--- src/rtl/mux_gate_selftest.sv ---
// On-chip self-test: sweeps {a,b} over 00..11, samples the six gate outputs, scores them against a truth table.
// Latency: done rises 4*(SETTLE_CYCLES+1) cycles after the accepting start edge.
// Backpressure: none; start is ignored while busy, and a start in DONE restarts immediately.
module mux_gate_selftest #(
    parameter int SETTLE_CYCLES = 2
) (
    input  logic       clk,
    input  logic       rst,
    input  logic       start,
    output logic       a_out,
    output logic       b_out,
    input  logic       and_in,
    input  logic       or_in,
    input  logic       nand_in,
    input  logic       nor_in,
    input  logic       xor_in,
    input  logic       xnor_in,
    output logic       busy,
    output logic       done,
    output logic       pass,
    output logic [4:0] err_count,
    output logic [5:0] fail_mask,
    output logic [3:0] fail_vec
);

    typedef enum logic [1:0] {IDLE, SETTLE, CHECK, DONE} state_t;

    localparam logic [3:0] LAST_SETTLE = 4'(SETTLE_CYCLES - 1);

    state_t     state;
    logic [1:0] vec;
    logic [3:0] settle_cnt;

    logic [5:0] exp_bits;
    logic [5:0] act_bits;
    logic [5:0] mis;
    logic [2:0] mis_cnt;
    logic [4:0] err_next;

    // Expected values come from the registered drive, so they are stable across the whole CHECK cycle.
    always_comb begin
        exp_bits = {~(a_out ^ b_out), a_out ^ b_out, ~(a_out | b_out),
                    ~(a_out & b_out), a_out | b_out, a_out & b_out};
        act_bits = {xnor_in, xor_in, nor_in, nand_in, or_in, and_in};
        mis      = exp_bits ^ act_bits;
        mis_cnt  = 3'd0;
        for (int i = 0; i < 6; i++) begin
            mis_cnt = mis_cnt + {2'b00, mis[i]};
        end
        err_next = err_count + {2'b00, mis_cnt};
    end

    always_ff @(posedge clk) begin
        if (rst) begin
            state      <= IDLE;
            vec        <= 2'd0;
            settle_cnt <= 4'd0;
            a_out      <= 1'b0;
            b_out      <= 1'b0;
            busy       <= 1'b0;
            done       <= 1'b0;
            pass       <= 1'b0;
            err_count  <= 5'd0;
            fail_mask  <= 6'd0;
            fail_vec   <= 4'd0;
        end else begin
            case (state)
                IDLE, DONE: begin
                    if (start) begin
                        state       <= SETTLE;
                        vec         <= 2'd0;
                        settle_cnt  <= 4'd0;
                        {a_out, b_out} <= 2'b00;
                        busy        <= 1'b1;
                        done        <= 1'b0;
                        pass        <= 1'b0;
                        err_count   <= 5'd0;
                        fail_mask   <= 6'd0;
                        fail_vec    <= 4'd0;
                    end
                end
                SETTLE: begin
                    settle_cnt <= settle_cnt + 4'd1;
                    if (settle_cnt == LAST_SETTLE) begin
                        state <= CHECK;
                    end
                end
                CHECK: begin
                    err_count     <= err_next;
                    fail_mask     <= fail_mask | mis;
                    fail_vec[vec] <= fail_vec[vec] | (|mis);
                    if (vec == 2'd3) begin
                        state <= DONE;
                        busy  <= 1'b0;
                        done  <= 1'b1;
                        pass  <= (err_next == 5'd0);
                    end else begin
                        state          <= SETTLE;
                        vec            <= vec + 2'd1;
                        {a_out, b_out} <= vec + 2'd1;
                        settle_cnt     <= 4'd0;
                    end
                end
                default: state <= IDLE;
            endcase
        end
    end

endmodule

--- config.mk ---
export PLATFORM = sky130hd
export DESIGN_NAME = mux_gate_selftest
export DESIGN_NICKNAME = d
export VERILOG_FILES = /design/src/rtl/mux_gate_selftest.sv
export SDC_FILE = /design/constraint.sdc
export NUM_CORES = 1
export LEC_CHECK = 0
export CORE_MARGIN = 2
export CORE_UTILIZATION = 51
export CTS_CLUSTER_SIZE = 20
export DETAILED_ROUTE_END_ITERATION = 16
export HOLD_SLACK_MARGIN = 0.05
export PLACE_DENSITY = 0.79
export SKIP_CTS_REPAIR_TIMING = 1
export SKIP_LAST_GASP = 1
export SLEW_MARGIN = 30
export SYNTH_ARGS = -nofsm -noshare
export SYNTH_HDL_FRONTEND = slang
export SYNTH_SLANG_ARGS = --single-unit
--- constraint.sdc ---
create_clock -name clk -period 4 [get_ports clk]
set_input_delay 0.4 -clock clk [delete_from_list [all_inputs] [get_ports clk]]
set_output_delay 0.4 -clock clk [all_outputs]
set_load 0.01 [all_outputs]
**Yosys cells after proc, flatten, opt, wreduce, memory -nomap -nowiden**

Cells that the tools add are included.

- Register bits after elaboration: 28
- Output and inout bits: 20
- Logic and storage cells: 82

- $add $sub $neg: 8
- Order comparisons: 2
- Eq/ne operators: 9
- Mux-type cells: 32
- Bitwise logic cells: 9
- Reductions and logical operators: 11

Operators by type and width:

| kind | number |
|---|---|
| 4-bit one-hot mux with 3 select lines | 1 |
| 6-bit one-hot mux with 2 select lines | 1 |
| 2-bit two-way mux | 5 |
| 1-bit one-hot mux with 2 select lines | 5 |
| 5-bit one-hot mux with 2 select lines | 1 |
| 3-bit by 1-bit adder with 3-bit output | 3 |
| 1-bit two-way mux | 9 |
| 4-bit two-way mux | 2 |
| 2-bit != test, second input constant | 4 |
| 4-bit one-hot mux with 2 select lines | 1 |
| 2-bit == test, second input constant | 3 |
| 6-bit two-way mux | 1 |
| 6-bit OR | 1 |
| 2-bit one-hot mux with 3 select lines | 1 |
| 2-bit AND reduction | 3 |
| 3-bit AND reduction | 2 |
| 6-bit OR reduction | 1 |
| 6-bit bitwise XOR | 1 |
| 5-bit by 3-bit adder with 5-bit output | 1 |
| 5-bit logical NOT | 1 |
| 5-bit two-way mux | 1 |
| 4-bit by 1-bit adder with 4-bit output, second input constant | 1 |
| 4-bit bitwise mux | 1 |
| 4-bit by 1-bit == test with 1-bit output, second input constant | 1 |
| other kinds (17) | 20 |

**Longest topological paths before layout**

Gate-level depths: netlist of the first run.

- Word-level depth: 12
- Gate-level depth with buffers: 12

**Least setup slack after synthesis of the first run**

Ideal clock, no wire load.

- Path kind: reg2reg
- From: register b_out
- To: register pass
- Library setup time: 0.101 ns
- Arrival: 3.410 ns
- Required time: 3.899 ns
- Slack: 0.489 ns
- Cell stages (with the launch flop): 12
- Path buffers: 0
- Cell sequence: dfxtp_1 ha_1 xor2_1 fa_1 inv_1 fa_1 inv_1 fa_1 fa_1 nor3_1 nand4_1 o41ai_1

- Word-level cells in the longest chain between the ends: 11
- Elaborated cells on any way between the ends: 16
- Those cells by class: add/sub (6); mux (2); bitwise (7); reduce/logical (1)

RTL lines:

| item | RTL line | text |
|---|---|---|
| start, declared | 11 | `output logic b_out,` |
| start signal, assigned | 100 | `{a_out, b_out} <= vec + 2'd1;` |
| 1-bit bitwise AND / 1-bit OR (equally long branches) | 43, 42 |  |
| 6-bit bitwise XOR (*) | 45 | `mis = exp_bits ^ act_bits;` |
| 1-bit by 1-bit adder with 2-bit output / 6-bit bitwise XOR (equally long branches) | 48, 45 |  |
| 2-bit by 1-bit adder with 3-bit output | 48 | `mis_cnt = mis_cnt + {2'b00, mis[i]};` |
| 3-bit by 1-bit adder with 3-bit output (2 in a row) | 48 |  |
| 3-bit by 1-bit adder with 3-bit output (*) | 48 |  |
| 5-bit by 3-bit adder with 5-bit output (*) | 50 | `err_next = err_count + {2'b00, mis_cnt};` |
| 5-bit logical NOT (*) | 96 | `pass <= (err_next == 5'd0);` |
| 1-bit two-way mux (*) | 92 | `if (vec == 2'd3) begin` |
| 1-bit one-hot mux with 2 select lines (*) | 67 | `case (state)` |
| end signal, assigned | 96 |  |
| end, declared | 20 | `output logic pass,` |

Every way passes the cells marked *; elsewhere a longest branch is shown, timed or not. The select of a mux whose other input is x is not followed.
A chain may end at the register's enable or synchronous reset.

**Worst setup path in the final report of the first run**

- From: register a_out
- To: register pass

- Word-level cells in the longest chain between the ends: 11
- Elaborated cells on any way between the ends: 16
- Those cells by class: add/sub (6); mux (2); bitwise (7); reduce/logical (1)

RTL lines:

| item | RTL line | text |
|---|---|---|
| start, declared | 10 | `output logic a_out,` |
| start signal, assigned | 100 |  |
| 1-bit bitwise AND / 1-bit OR (equally long branches) | 43, 42 |  |
| 6-bit bitwise XOR (*) | 45 |  |
| 1-bit by 1-bit adder with 2-bit output / 6-bit bitwise XOR (equally long branches) | 48, 45 |  |
| 2-bit by 1-bit adder with 3-bit output | 48 |  |
| 3-bit by 1-bit adder with 3-bit output (2 in a row) | 48 |  |
| 3-bit by 1-bit adder with 3-bit output (*) | 48 |  |
| 5-bit by 3-bit adder with 5-bit output (*) | 50 |  |
| 5-bit logical NOT (*) | 96 |  |
| 1-bit two-way mux (*) | 92 |  |
| 1-bit one-hot mux with 2 select lines (*) | 67 |  |

Marked as above.

==> reports/metrics.cfg, run 1 <==
[detailed_routing]
wl_per_cell_um=14.6
wirelength_mm=3.37
num_vias=1333
first_iter_violations=63
drc_errors=0
final_antenna_net_count=0
viasPerCell=5.80
first_pass_iters=4

[clocking]
cts_tree=yes
cts_num_sinks=26
cts_buffers=3
clockBufferDepth=2
h-tree-depth=1
cts.clk_slew.worst_paths_ps=140
clock_latency_ps=330
clock-root-buffer=clkbuf_4

[yosys]
synth.distinct_cells=43
ys_seq_elements=26
synth_edf_count=0
synth_cells=171
synth_fp_nets=196
synth_ff_type=dfxtp_1
synth_area_um2=1490
synth_fa_ha_area_frac=0.154
synthArstFlopShare=0
yosys.area_share.simple=0.167
synth_area_leader_cell=dfxtp_1
synth.top_cells.by_count=26 x a21oi_1, 26 x dfxtp_1, 19 x nor2_1
syn_area_per_cell_um2=8.74
ys.warnings.count=0
synth_mux_area_frac=0.0293
seq_area_frac_synth=0.348
yosys.area.top_type_share=0.348
synth_top_family_by_area=compound AO/OA/AOI/OAI gates
synth-xor-area-share=0.0469
synthTopCellsByArea=dfxtp_1 35%, ha_1 10%, a21oi_1 8.7%, fa_1 5.4%, nor2_1 4.8%
synth_compound_area_frac=0.204

[placed_design]
post_dp_cell_area_um2=1800
numPortBuffers=28
dp_hpwl_mm=2.52
gp_congestion=0.807

[timing]
hold_ws_ps=500
post-route-min-period_ps=3770
slew_headroom=0.521
finalMaxSlewViolations=0
fin_skew_ps=4.28
worstMarginPinSlew_ps=717
tns_ps=0
post-route-period-util=0.943
fmax_mhz=265
final_hold_viol_count=0
setup_violations=0
rsz0062_at_grt=no

[power]
powerDensity_nw_per_um2=391
sequentialPowerShare=0.416
power_leakage_nw=0.696
pwr-share-clk=0.189
internal_power_uw=453
peakVddDrop_uv=283
pwr-share-comb=0.395
power_switching_uw=265
finalPower_uw=718
p_sw_frac=0.369

[finish]
drive_gt1_frac=0.0653
fillCellCount=242
diodes=0
syn_to_final_growth_pct=23.0
fin_util=0.661
nets=225
final_area_um2=1840

[min_path]
min_to=fail_mask[3]
whs_path_depth=2
hold_class=reg -> reg
min_from=fail_mask[3]

[floorplanning]
die_height_um=58.1
coreArea_um2=2780
start_util=0.537
ios=29
die_area_um2=3380
rows=19
die_w_um=58.1

[critical_path]
reg2regPathDepth=11
r2r_setup_slack_ps=230
cp_data_arrival_time_ps=4010
r2r-start=a_out
r2r_end=pass
critPathLaunchType=flop
crit_path_max_fanout=7
required_ps=4230
path_class=reg -> reg
crit_path_end_kind=flop

[grt]
grt_first_pass_wirelength_mm=5.57
track_usage=0.212
antenna_found_initial=0
grt_pass1_vias=1286
overflow=0
grt_max_degree=21

[run_status]
status=completed

[run]
drv_cap=0

==> cells by family (layout without fill, tap and decap cells) <==
| kind of cell | count (synthesis) | in the layout |
|---|---|---|
| AND/OR/NAND/NOR | 49 | 49 |
| XOR/XNOR | 8 | 8 |
| adder cells (fa/ha/maj) | 16 | 16 |
| flip-flops | 26 | 26 |
| buffers and inverters | 19 | 47 |
| AO/OA/AOI/OAI | 50 | 50 |
| multiplexers | 3 | 3 |
==> area by class of cell <==
class | count | area [µm²] | share of cell area
inverter | 13 | 48.8 | 0.0265
timing repair buffer | 30 | 295 | 0.161
clock buffer | 4 | 36.3 | 0.0197
sequential | 26 | 520 | 0.283
multi-input combinational | 126 | 898 | 0.489
tap | 31 | 38.8 | 0.0211
==> power groups by stage <==
stage	Combinational (mW)	Sequential [mW]	Clock [mW]
final	0.283	0.299	0.136
after detailed placement	0.282	0.304	0
after floorplan	0.191	0.309	0
after CTS	0.284	0.299	0.141
after global routing	0.318	0.301	0.146
after global placement	0.270	0.303	0
==> cell usage in the layout (no fill, tap or decap), types with 4 or more instances in the layout <==
master           count
o21ai_0              5
a22oi_1              5
inv_1               13
a21oi_1             26
fa_1                 4
nor2_1              19
nand2_1              8
xor2_1               5
dfxtp_1             26
nor3_1               4
clkdlybuf4s50_1     28
ha_1                12
==> sequential cells by signal, summed over array words and instances (netlist names) <==
name / count
done: 1
fail_mask: 6
b_out: 1
busy: 1
fail_vec: 4
state: 2
a_out: 1
err_count: 5
settle_cnt: 4
pass: 1
==> worst max-delay path, cell delays in order, from the launching register on <==
cell	delay (ps)
dfxtp_1	480
ha_1	300
xor2_1	150
fa_1	530
inv_1	60
fa_1	530
inv_1	60
fa_1	440
fa_1	520
nor3_1	200
nand4_1	130
o41ai_1	280
==> through the flow <==
step,instances,setup slack [ps]
floorplan,171,489
global placement,226,302
detailed placement,226,131
CTS,230,216
global route,230,5.79
finish,230,227
==> how the worst max path moves through the flow <==
| stage | start | end | slack [ps] |
|---|---|---|---|
| 6_report | a_out | pass | 230 |
| 4_1_cts | a_out | pass | 220 |
| 2_1_floorplan | b_out | pass | 490 |
| 5_1_grt | a_out | pass | 6 |
| 3_3_place_gp | and_in | pass | 300 |
| 3_5_place_dp | and_in | pass | 130 |
==> metal layers <==
metal	global-route usage	share of wire	vias up
met5	0	0	-
met2	0.359	0.48	40
met4	0.0897	0.014	0
met3	0.0335	0.044	5
met1	0.269	0.46	634
li1	-	-	654
(Power assumes the default switching activity.)
==> run 2: changes to the inputs <==
Settings changed: CORE_UTILIZATION 51 to 38, PLACE_DENSITY 0.79 to default, SKIP_LAST_GASP 1 to default.
==> run 2 against run 1 <==
  * Worst hold slack worse by 23 ps
  * Sequential share of layout area fell by 0.51 points
  * Clock power is 9% higher
  * Combinational power rose by 1%
  * Core utilization decreased by 16 points
  * Setup slack better by 210 ps
  * Register-to-register slack improved by 210 ps
  * Die area up 32%
  * Wire length rose by 3.7%
  * Critical path type unchanged
  * Largest cell class unchanged
==> reports/metrics.cfg, run 2 (synthesis gave the netlist of run 1 again) <==
[finish]
syn_to_final_growth_pct=25.3
drive_gt1_frac=0.0653  ; unchanged
fin_util=0.504  ; -0.157
max_flop_register=fail_mask
layout_commonest_cell=clkdlybuf4s50_1
diodes=0  ; unchanged
layout_common_cells=28 x clkdlybuf4s50_1, 26 x a21oi_1, 26 x dfxtp_1
nets=226  ; +0.44%
largest_register_ffs=6  ; unchanged
top_regs=fail_mask: 6 flops, err_count: 5 flops

[critical_path]
crit_path_end_kind=flop
path_class=reg -> reg
r2r-start=a_out
required_ps=4180  ; -50 ps
crit_path_max_fanout=3  ; -4
r2r_end=pass
cp_data_arrival_time_ps=3740  ; -270 ps
endpoint=pass
crit_start=a_out
critPathLaunchType=flop
reg2regPathDepth=11  ; unchanged
r2r_setup_slack_ps=440  ; +210 ps

[timing]
rsz0062_at_grt=no
post-route-min-period_ps=3560  ; -211 ps
fmax_mhz=281  ; +5.9%
hold_ws_ps=477  ; -22.9 ps
worstMarginPinSlew_ps=738  ; +21.5 ps
post-route-period-util=0.890  ; -0.0528
final_hold_viol_count=0  ; unchanged
finalMaxSlewViolations=0  ; unchanged
setup_violations=0  ; unchanged
tns_ps=0  ; unchanged
fin_skew_ps=0.718  ; -3.56 ps
slew_headroom=0.506  ; -0.0144
fin_ws_ps=438  ; +211 ps

[power]
power_leakage_nw=0.702  ; +0.87%
finalPower_uw=732  ; +2.0%
powerDensity_nw_per_um2=391  ; +0.16%
peakVddDrop_uv=188  ; -34%

[detailed_routing]
final_antenna_net_count=0  ; unchanged
viasPerCell=5.28  ; -8.8%
num_vias=1305  ; -2.1%
drc_errors=0  ; unchanged
first_iter_violations=76  ; +21%
wl_per_cell_um=14.1  ; -3.4%
first_pass_iters=4  ; unchanged
wirelength_mm=3.49  ; +3.7%

[placed_design]
dp_hpwl_mm=2.63  ; +4.5%
dp_worst_setup_slack_ps=161  ; +30.2 ps
numPortBuffers=28  ; unchanged
gp_congestion=0.852  ; +5.7%

[run]
drv_cap=0  ; unchanged

[clocking]
h-tree-depth=1  ; unchanged
cts_tree=yes
clock-root-buffer=clkbuf_8
clockBufferDepth=2  ; unchanged
cts_num_sinks=26  ; unchanged
cts.clk_slew.worst_paths_ps=90  ; -50 ps
clock_latency_ps=270  ; -60 ps
cts_buffers=3  ; unchanged

[floorplanning]
die_w_um=66.7  ; +15%
ios=29  ; unchanged
start_util=0.402  ; -0.135
coreArea_um2=3720  ; +34%
rows=22  ; +3
die_area_um2=4450  ; +32%
die_height_um=66.7  ; +15%

[grt]
antenna_found_initial=0  ; unchanged
overflow=0  ; unchanged
grt_max_degree=21  ; unchanged
grt_first_pass_wirelength_mm=5.75  ; +3.2%
grt_pass1_vias=1250  ; -2.8%
track_usage=0.170  ; -0.0425

[min_path]
hold_class=reg -> reg

[run_status]
status=completed

run 2: changes by cell type in the layout (fill, tap and decap cells not counted):
cell and delta:
buf_4 +1, clkbuf_8 +2, clkbuf_4 -3
run 2: worst max-delay path: stages (launching register included):
cell and delay (ps):
dfxtp_1 330, ha_1 250, xor2_1 220, fa_1 520
inv_1 60, fa_1 530, inv_1 50, fa_1 440
fa_1 510, nor3_1 190, nand4_1 120, o41ai_1 240
run 2: through the flow:
step | std cells | cell area (µm²)
after global routing | 247 | 1870
after floorplan | 171 | 1490
after CTS | 247 | 1870
after global placement | 244 | 1830
final | 247 | 1870
after detailed placement | 244 | 1830
run 2: routing by layer:
metal  up-vias  track usage  wire (µm)
met5         -            0          0
met4         0       0.0510         22
met3         2       0.0490        139
met2        24        0.268       1630
met1       623        0.224       1700
li1        656            -          -
run 2: power breakdown:
group          internal, mW  switching, mW
logic                 0.115          0.172
clock network        0.0675         0.0807
registers             0.281         0.0164
total                 0.463          0.269
run 2: worst min path at each step:
stage | endpoint | cells past startpoint | slack (ps) | startpoint
after floorplan | settle_cnt[3] | 2 | 460 | settle_cnt[3]
after global placement | fail_mask[4] | 2 | 450 | fail_mask[4]
after detailed placement | fail_mask[0] | 2 | 460 | fail_mask[0]
after CTS | fail_mask[0] | 2 | 480 | fail_mask[0]
after global routing | fail_mask[2] | 2 | 520 | fail_mask[2]
final | fail_mask[0] | 2 | 480 | fail_mask[0]
run 2: final cells by class:
class / count / area [µm²]
multi-input cells: 126 / 898
fillers: 347 / 1840
inverters: 13 / 48.8
well taps: 48 / 60.1
repair buffers: 31 / 303
clock buffers: 3 / 41.3
flip-flops and latches: 26 / 520
